--- config.mk ---
export PLATFORM = sky130hd
export DESIGN_NAME = branch_resolve_unit
export DESIGN_NICKNAME = d
export VERILOG_FILES = /design/src/rtl/br_pkg.sv /design/src/rtl/br_cond_eval.sv /design/src/rtl/branch_resolve_unit.sv
export SDC_FILE = /design/constraint.sdc
export NUM_CORES = 1
export LEC_CHECK = 0
export ABC_AREA = 1
export ABC_CLOCK_PERIOD_IN_PS = 2300
export CORE_MARGIN = 2
export CORE_UTILIZATION = 45
export CTS_CLUSTER_DIAMETER = 50
export DETAILED_ROUTE_END_ITERATION = 8
export PLACE_DENSITY = 0.86
export SLEW_MARGIN = 5
export SYNTH_ARGS = -nofsm -noshare
export SYNTH_HDL_FRONTEND = slang
export SYNTH_SLANG_ARGS = --single-unit
export TNS_END_PERCENT = 1
--- constraint.sdc ---
create_clock -name clk -period 2.3 [get_ports clk]
set_input_delay 0.46 -clock clk [delete_from_list [all_inputs] [get_ports clk]]
set_output_delay 0.46 -clock clk [all_outputs]
set_load 0.02 [all_outputs]
--- src/rtl/br_pkg.sv ---
// Shared branch definitions: br_type encodings and branch-resolve FSM states.
// Used by branch_resolve_unit, br_cond_eval and the ID-stage decoder.
package br_pkg;

    typedef logic [2:0] br_type_t;

    localparam br_type_t BR_NONE = 3'b000;
    localparam br_type_t BR_BEZ  = 3'b001;
    localparam br_type_t BR_BNE  = 3'b010;
    localparam br_type_t BR_JMP  = 3'b011;
    localparam br_type_t BR_BLTZ = 3'b100;
    localparam br_type_t BR_BGTZ = 3'b101;
    localparam br_type_t BR_BLT  = 3'b110;
    localparam br_type_t BR_BLTU = 3'b111;

    localparam logic [0:0] ST_IDLE  = 1'b0;
    localparam logic [0:0] ST_FLUSH = 1'b1;

endpackage

--- src/rtl/br_cond_eval.sv ---
// Combinational taken/not-taken evaluation for the eight branch modes.
module br_cond_eval
    import br_pkg::*;
#(
    parameter int DATA_W = 32
) (
    input  br_type_t          br_type,
    input  logic [DATA_W-1:0] val1,
    input  logic [DATA_W-1:0] src2_val,
    output logic              taken
);

    logic is_zero;
    logic is_neg;

    assign is_zero = (val1 == '0);
    assign is_neg  = val1[DATA_W-1];

    always_comb begin
        taken = 1'b0;
        case (br_type)
            BR_NONE: taken = 1'b0;
            BR_BEZ:  taken = is_zero;
            BR_BNE:  taken = (val1 != src2_val);
            BR_JMP:  taken = 1'b1;
            BR_BLTZ: taken = is_neg;
            BR_BGTZ: taken = !is_neg && !is_zero;
            BR_BLT:  taken = ($signed(val1) < $signed(src2_val));
            BR_BLTU: taken = (val1 < src2_val);
            default: taken = 1'b0;
        endcase
    end

endmodule

--- src/rtl/branch_resolve_unit.sv ---
// Registered EX-stage branch resolver with target adder and counted flush window.
// Optional statistics counters are enabled by defining BR_STATS_EN.
module branch_resolve_unit
    import br_pkg::*;
#(
    parameter int DATA_W      = 32,
    parameter int FLUSH_DEPTH = 2
`ifdef BR_STATS_EN
    ,
    parameter int STAT_W      = 16
`endif
) (
    input  logic              clk,
    input  logic              rst,
    // Handshake: a descriptor transfers on a rising edge where in_valid and
    // in_ready are both high; in_valid while in_ready is low is dropped.
    input  logic              in_valid,
    output logic              in_ready,
    input  logic [2:0]        br_type,
    input  logic [DATA_W-1:0] val1,
    input  logic [DATA_W-1:0] src2_val,
    input  logic [DATA_W-1:0] pc_next,
    input  logic [DATA_W-1:0] offset,
    output logic              br_valid,
    output logic              br_taken,
    output logic [DATA_W-1:0] br_target,
`ifdef BR_STATS_EN
    output logic [STAT_W-1:0] stat_branches,
    output logic [STAT_W-1:0] stat_taken,
`endif
    output logic              flush
);

    localparam logic [3:0] FLUSH_LOAD = 4'(FLUSH_DEPTH - 1);

    logic [0:0] state;
    logic [3:0] cnt;
    logic       taken;
    logic       accept;

    br_cond_eval #(.DATA_W(DATA_W)) u_cond (
        .br_type  (br_type_t'(br_type)),
        .val1     (val1),
        .src2_val (src2_val),
        .taken    (taken)
    );

    // Gated by rst so nothing is accepted while reset is held.
    assign in_ready = rst && (state == ST_IDLE);
    assign accept   = in_valid && in_ready;
    assign flush    = (state == ST_FLUSH);

    always_ff @(posedge clk) begin
        if (!rst) begin
            state     <= ST_IDLE;
            cnt       <= '0;
            br_valid  <= 1'b0;
            br_taken  <= 1'b0;
            br_target <= '0;
        end else begin
            br_valid <= accept;
            if (accept) begin
                br_taken  <= taken;
                br_target <= pc_next + (offset << 2);
            end
            case (state)
                ST_IDLE: begin
                    if (accept && taken) begin
                        state <= ST_FLUSH;
                        cnt   <= FLUSH_LOAD;
                    end
                end
                ST_FLUSH: begin
                    if (cnt != 4'd0) cnt   <= cnt - 4'd1;
                    else             state <= ST_IDLE;
                end
                default: state <= ST_IDLE;
            endcase
        end
    end

`ifdef BR_STATS_EN
    // Saturating counters; NONE descriptors are not counted as branches.
    always_ff @(posedge clk) begin
        if (!rst) begin
            stat_branches <= '0;
            stat_taken    <= '0;
        end else if (accept && (br_type_t'(br_type) != BR_NONE)) begin
            if (stat_branches != '1) stat_branches <= stat_branches + 1'b1;
            if (taken && (stat_taken != '1)) stat_taken <= stat_taken + 1'b1;
        end
    end
`endif

endmodule

== Word level (Yosys, flattened, before mapping) ==
Cells that the tools add are included.

* Add/sub/neg operators: 2
* Magnitude comparators: 2
* Equal/unequal tests: 10
* Multiplexer cells: 7
* Bitwise gates (word level): 1
* Reductions and logical operators: 10

{| class="wikitable"
|+ Operators with widths
! cell !! number
|-
| $lt A32 B32 Y1 || 2
|-
| $add A32 B32 Y32 || 1
|-
| $logic_not A32 Y1 || 1
|-
| $ne A32 B32 Y1 || 1
|-
| $eq A3 B3 Y1 const B || 4
|-
| $mux W4 || 2
|-
| $pmux W1 S8 || 1
|-
| $pmux W4 S2 || 1
|-
| $eq A3 B2 Y1 const B || 2
|-
| $logic_and A1 B1 Y1 || 4
|-
| $ne A2 B1 Y1 const B || 2
|-
| $reduce_bool A4 Y1 || 1
|-
| $sub A4 B1 Y4 const B || 1
|-
| $eq A3 B1 Y1 const B || 1
|-
| $logic_not A3 Y1 || 1
|-
| $logic_not A1 Y1 || 2
|-
| $mux W1 || 2
|-
| $pmux W1 S2 || 1
|-
| $reduce_and A2 Y1 || 1
|-
| $not A1 Y1 || 1
|}

* Flip-flop bits (word level): 39
* Input port bits: 134
* Logic and storage cells: 37

== Longest topological paths before layout ==
* Word-level depth: 7
* Depth in mapped cells: 20

== Hierarchy ==
Synthesis repeated with hierarchy kept, for this count alone.

* Cells, all modules: 826
* Area total of the unflattened synthesis: 4708.3 um2

{| class="wikitable"
|+ Modules (own cells, without submodules)
! module !! times used !! cells an instance !! area an instance (um2) !! seq. area each (um2)
|-
| branch_resolve_unit || 1 || 628 || 3622.2 || 780.7
|-
| br_cond_eval || 1 || 198 || 1086.0 || 0.0
|}

== Worst setup path before layout ==
Ideal clock, no wire load.

* Path type: input -> register
* Start: input port offset[0]
* End: register br_target[30]
* Library setup time: 0.119 ns
* Arrival: 1.987 ns
* Data required time: 2.181 ns
* Setup slack: 0.194 ns
* Stages: 13
* Cells stage by stage: ha_1 -> inv_1 -> fa_1 -> o21ai_2 -> a21oi_4 -> o21bai_4 -> nand2_2 -> nand2_2 -> nand3_1 -> nand3_1 -> nand2_1 -> nor2_1 -> a21oi_2

* Word-level cells in the longest chain between the ends: 1

{| class="wikitable"
|+ Ends and longest elaborated chain
! element !! RTL line !! text
|-
| start: declaration || branch_resolve_unit.sv:23 || <nowiki>input logic [DATA_W-1:0] offset,</nowiki>
|-
| $add A32 B32 Y32 || branch_resolve_unit.sv:64 || <nowiki>br_target <= pc_next + (offset << 2);</nowiki>
|-
| end signal: assignment || branch_resolve_unit.sv:64 ||
|-
| end: declaration || branch_resolve_unit.sv:26 || <nowiki>output logic [DATA_W-1:0] br_target,</nowiki>
|}

Every way passes these cells.
A chain may end at the register's enable or synchronous reset.

== Worst setup path in the final report ==
* Start: input port src2_val[17]
* End: register cnt[2]

* Word-level cells in the longest chain between the ends: 5
* Elaborated cells between the ends (all ways): 7
* Those cells by class: 2 x order compare; 2 x eq/ne; 1 x mux; 2 x reduce/logical

{| class="wikitable"
|+ Ends and longest elaborated chain
! element !! RTL line !! text
|-
| start: declaration || branch_resolve_unit.sv:21 || <nowiki>input logic [DATA_W-1:0] src2_val,</nowiki>
|-
| $lt A32 B32 Y1, or another cell as far along || br_cond_eval.sv:29 || <nowiki>BR_BLTU: taken = (val1 < src2_val);</nowiki>
|-
| $pmux W1 S8 * || br_cond_eval.sv:21 || <nowiki>case (br_type)</nowiki>
|-
| $logic_and A1 B1 Y1 * || branch_resolve_unit.sv:68 || <nowiki>if (accept && taken) begin</nowiki>
|-
| $ne A2 B1 Y1 (no line) * || - ||
|-
| $reduce_and A2 Y1 (no line) * || - ||
|-
| end signal: assignment || branch_resolve_unit.sv:74 || <nowiki>if (cnt != 4'd0) cnt <= cnt - 4'd1;</nowiki>
|-
| end: declaration || branch_resolve_unit.sv:37 || <nowiki>logic [3:0] cnt;</nowiki>
|}

Every way passes the cells marked *; elsewhere a longest branch is shown, timed or not.

==> results.md <==
- The synthesized netlist occupies a cell area of between 4000 and 5000 um2.
- The routed length on met1 is 6580 um.
- The number of placed cells counting well taps is 1037.
- The cell that appears most often on the critical path is sky130_fd_sc_hd__nand2_1.
- In this run the standard cell core region covers roughly 9200 um2.
- Buffers placed on the I/O ports in this run total ~170.
- The number of max-slew violations in the final report was 0.
- The worst setup path is of the input pin to flip-flop kind.
- The area overhead of the layout relative to synthesis is 76.6%.
- The die is 102 um tall.
- The total overflow left after global routing is 0.
- The worst-case IR drop observed on VDD is slightly above 300 uV.
- After legalization and detailed placement, the total HPWL measured between 10000 and 15000 um.
- At the end of the flow, the number of nets in the layout was 1118.
- The sequential element share of the synthesized area is 0.182.
- The power per unit of standard cell area is between 300 and 400 nW/um2.
- Summing internal, switching and leakage power gives about 3.0 mW.
- The post-route minimum period is around 2.5 ns.
- The global-route wire length before repair is approximately 23000 um.
- Counting flops with an async set or reset pin after synthesis yields a share of 0.
- After detailed routing, no signal wire sits above met4.
- Summed over all nets, wire length on met2 after detailed routing comes to around 9400 um.
- The final number of hold-violating endpoints is 0.
- Once layout is complete, the cells apart from fillers number approximately 1100.
- The clock sink count is 39.
- Using the TritonRoute via totals, the vias-per-cell ratio works out to approximately 5.5.
- The I/O pin total is 170.
- Traced cell by cell, the critical path runs through clkdlybuf4s50_1 -> inv_1 -> ha_4 -> nand2_1 -> nand2_1 -> nand3_1 -> nand2_1 -> nand2_1 -> nand2_1 -> a21oi_2 -> nand2_1 -> nand2_1 -> nand3_2 -> nand2_2 -> nand2_4 -> nand2_4 -> nand2_2 -> a21oi_2.
- Along the worst path, the maximum fanout reaches 6.
- Clock skew on the completed layout was measured at about 0.016 ns.
- The part of the cycle the worst path needs is 1.08.
- The final routed wirelength across all metal layers is 18600 um.
- After clock tree synthesis, the flow added hold-fix buffers numbering 0.
- The largest net degree at the start of global routing is 56.
- TritonCTS created 5 clock buffers.
- The worst setup path is captured at a flip-flop.
- STA puts the critical path data required time at around 2.5 ns.
- The share of the core filled with cells in the final layout is 0.822.
- The slowest cell on the critical path is sky130_fd_sc_hd__clkdlybuf4s50_1.
- The overall fraction of global-route tracks in use is 0.276.
- The achievable clock frequency is ~0.40 GHz.
- The count of standard-cell rows is 35.
- In this run the static leakage power is about 3.8 nW.
- The unique cell type count in the Yosys netlist is 46.
- The overall die area is a little over 10000 um2.
- The proportion of layout cells with a drive suffix above 1 is 0.256.
- For this run, the number of Yosys warnings is 0.
- The remaining number of nets flagged by the antenna check after routing is 0.
- After layout, the worst setup slack is -0.186 ns.
- Setup violations remaining at the end of the flow were counted as 4.
- The initial core utilization is 0.465.
- The path class of the tightest hold or removal check is flip-flop to flip-flop.
- The average wire per standard cell is ~18 um.
- Synthesis produced 666 cells.
- In this run the mean area of a mapped cell was approximately 6.5 um2.
- The most used flip-flop cell after synthesis is sky130_fd_sc_hd__dfxtp_1.
- Max-cap violations in this run came to 0.
- In this run, synthesis inferred 0 flip-flops with an integrated enable.
- The routed wire length on met3 is about 1300 um.
- Clock-pin slew was measured on the worst setup and hold paths at approximately 0.08 ns.
- In the routed design, unresolved DRC markers number 0.
- The clock tree from TritonCTS is built.
- The via total after detailed routing is roughly 5800.
- The iteration-0 DRC count of the detailed router is between 200 and 300.
- The final reports fail on negative setup slack.
- For the final routed database, the setup TNS stands at -0.579 ns.
- In this run the clock root is driven by a sky130_fd_sc_hd__clkbuf_8.
- The longest individual stage delay on the worst path is between 0.5 and 0.6 ns.
- In this run the horizontal extent of the chip is approximately 100 um.
- The H-tree was split into 2 levels.
- The via count of the first global-routing pass is approximately 5400.
- The actual slew at the worst max-slew pin is between 0.3 and 0.4 ns.
- When the netlist entered floorplanning its net count stood at 863.
- The flow ran to the end, but the final reports show violations.
- The worst relative slew slack is 0.746.
- The initial antenna violation count is 1.
- The launching element type of the critical path is an input pin.
- The congestion estimate from routability-driven global placement came to roughly 0.95.
- The buffer levels on the longest clock path is 2.
- The number of search-and-repair iterations in the first detailed-routing pass is 7.
- Setup repair after global routing could not meet its margin everywhere.
- The insertion delay to the later sink of the worst-skew pair is about 0.30 ns.
- The number of synthesized register bits is 39.
- The arrival time of the worst setup path is 2.71 ns.
-- synthesized netlist by cell type, types with 6 or more instances --
| cell type | count | area (um2) |
|---|---|---|
| sky130_fd_sc_hd__a21o_1 | 6 | 45.0 |
| sky130_fd_sc_hd__a21oi_1 | 49 | 245 |
| sky130_fd_sc_hd__buf_2 | 6 | 30.0 |
| sky130_fd_sc_hd__dfxtp_1 | 39 | 781 |
| sky130_fd_sc_hd__ha_1 | 62 | 776 |
| sky130_fd_sc_hd__inv_1 | 94 | 353 |
| sky130_fd_sc_hd__nand2_1 | 166 | 623 |
| sky130_fd_sc_hd__nand3_1 | 39 | 195 |
| sky130_fd_sc_hd__nand4_1 | 9 | 56.3 |
| sky130_fd_sc_hd__nor2_1 | 69 | 259 |
| sky130_fd_sc_hd__nor3_1 | 8 | 40.0 |
| sky130_fd_sc_hd__o21ai_0 | 10 | 50.1 |
| sky130_fd_sc_hd__o21ai_1 | 26 | 130 |
| sky130_fd_sc_hd__xnor2_1 | 12 | 105 |
| sky130_fd_sc_hd__xor2_1 | 9 | 78.8 |
-- critical path, delay by kind of cell --
| kind | cells | cell delay [ns] |
|---|---|---|
| fa+ha+maj | 1 | 0.23 |
| compound gates | 2 | 0.33 |
| simple gates | 13 | 1.09 |
| buf+inv | 2 | 0.61 |
-- layout make-up --
type	instances	area, um2
Sequential cell	39	781
Timing Repair Buffer	259	2480
Clock buffer	5	68.8
Multi-Input combinational cell	514	3680
Inverter	102	387
Fill cell	524	1650
Clock inverter	3	20.0
Antenna cell	3	7.51
Tap cell	129	161
-- sequential cells by signal, summed over array words and instances (netlist names) --
name and count:
br_target 32, br_taken 1, flush 1, cnt 4, br_valid 1
-- worst paths after layout --
path,start,endpoint,slack [ns],cells past startpoint
setup / recovery,src2_val[17],cnt[2],-0.19,18
hold / removal,br_target[1],br_target[1],0.47,2
setup reg to reg,flush,cnt[2],0.85,10
hold reg to reg,br_target[1],br_target[1],0.47,2
-- power breakdown --
group	internal [mW]	switching, mW	total, mW
clock	0.212	0.275	0.487
sequential	0.748	0.0459	0.794
combinational	0.873	0.875	1.75
-- repair_timing --
action                                 in CTS  in global routing
pin swaps                                   6                 47
buffers inserted                            4                  2
endpoints found under the hold margin       0                  0
setup endpoints to repair                   7                 24
resized for setup                           8                154
-- cell usage in the layout, fill, tap and decap left out, drive strengths merged, types with 12 or more instances in the layout --
cell type and count:
a21oi 57, buf 92, inv 99, nor2 73, dfxtp 39, nand3 40
clkdlybuf4s50 122, dlymetal6s2s 43, xnor2 12, o21ai 38, nand2 175, ha 62
-- per-stage QoR --
step | setup slack (ns) | hold WS [ns] | cell area [um2]
floorplan | 0.194 | 0.441 | 4300
global placement | -0.341 | 0.452 | 6730
detailed placement | -0.416 | 0.457 | 6730
CTS | 0.0207 | 0.468 | 6870
global route | -0.397 | 0.488 | 7590
finish | -0.186 | 0.466 | 7590
-- logic make-up after synthesis --
logic type,synth area share
xor gates and xnor gates,0.0428
and+or+nand+nor,0.306
DFF,0.182
buffers and inverters,0.104
adders and majority gates,0.185
AOI/OAI and AO/OA,0.180
-- layer usage --
metal,track usage,vias up
li1,-,2684
met1,0.294,2651
met2,0.536,366
met3,0.0366,120
met4,0.120,0
met5,0,-
Note: power is estimated with default switching activity, not from simulation.
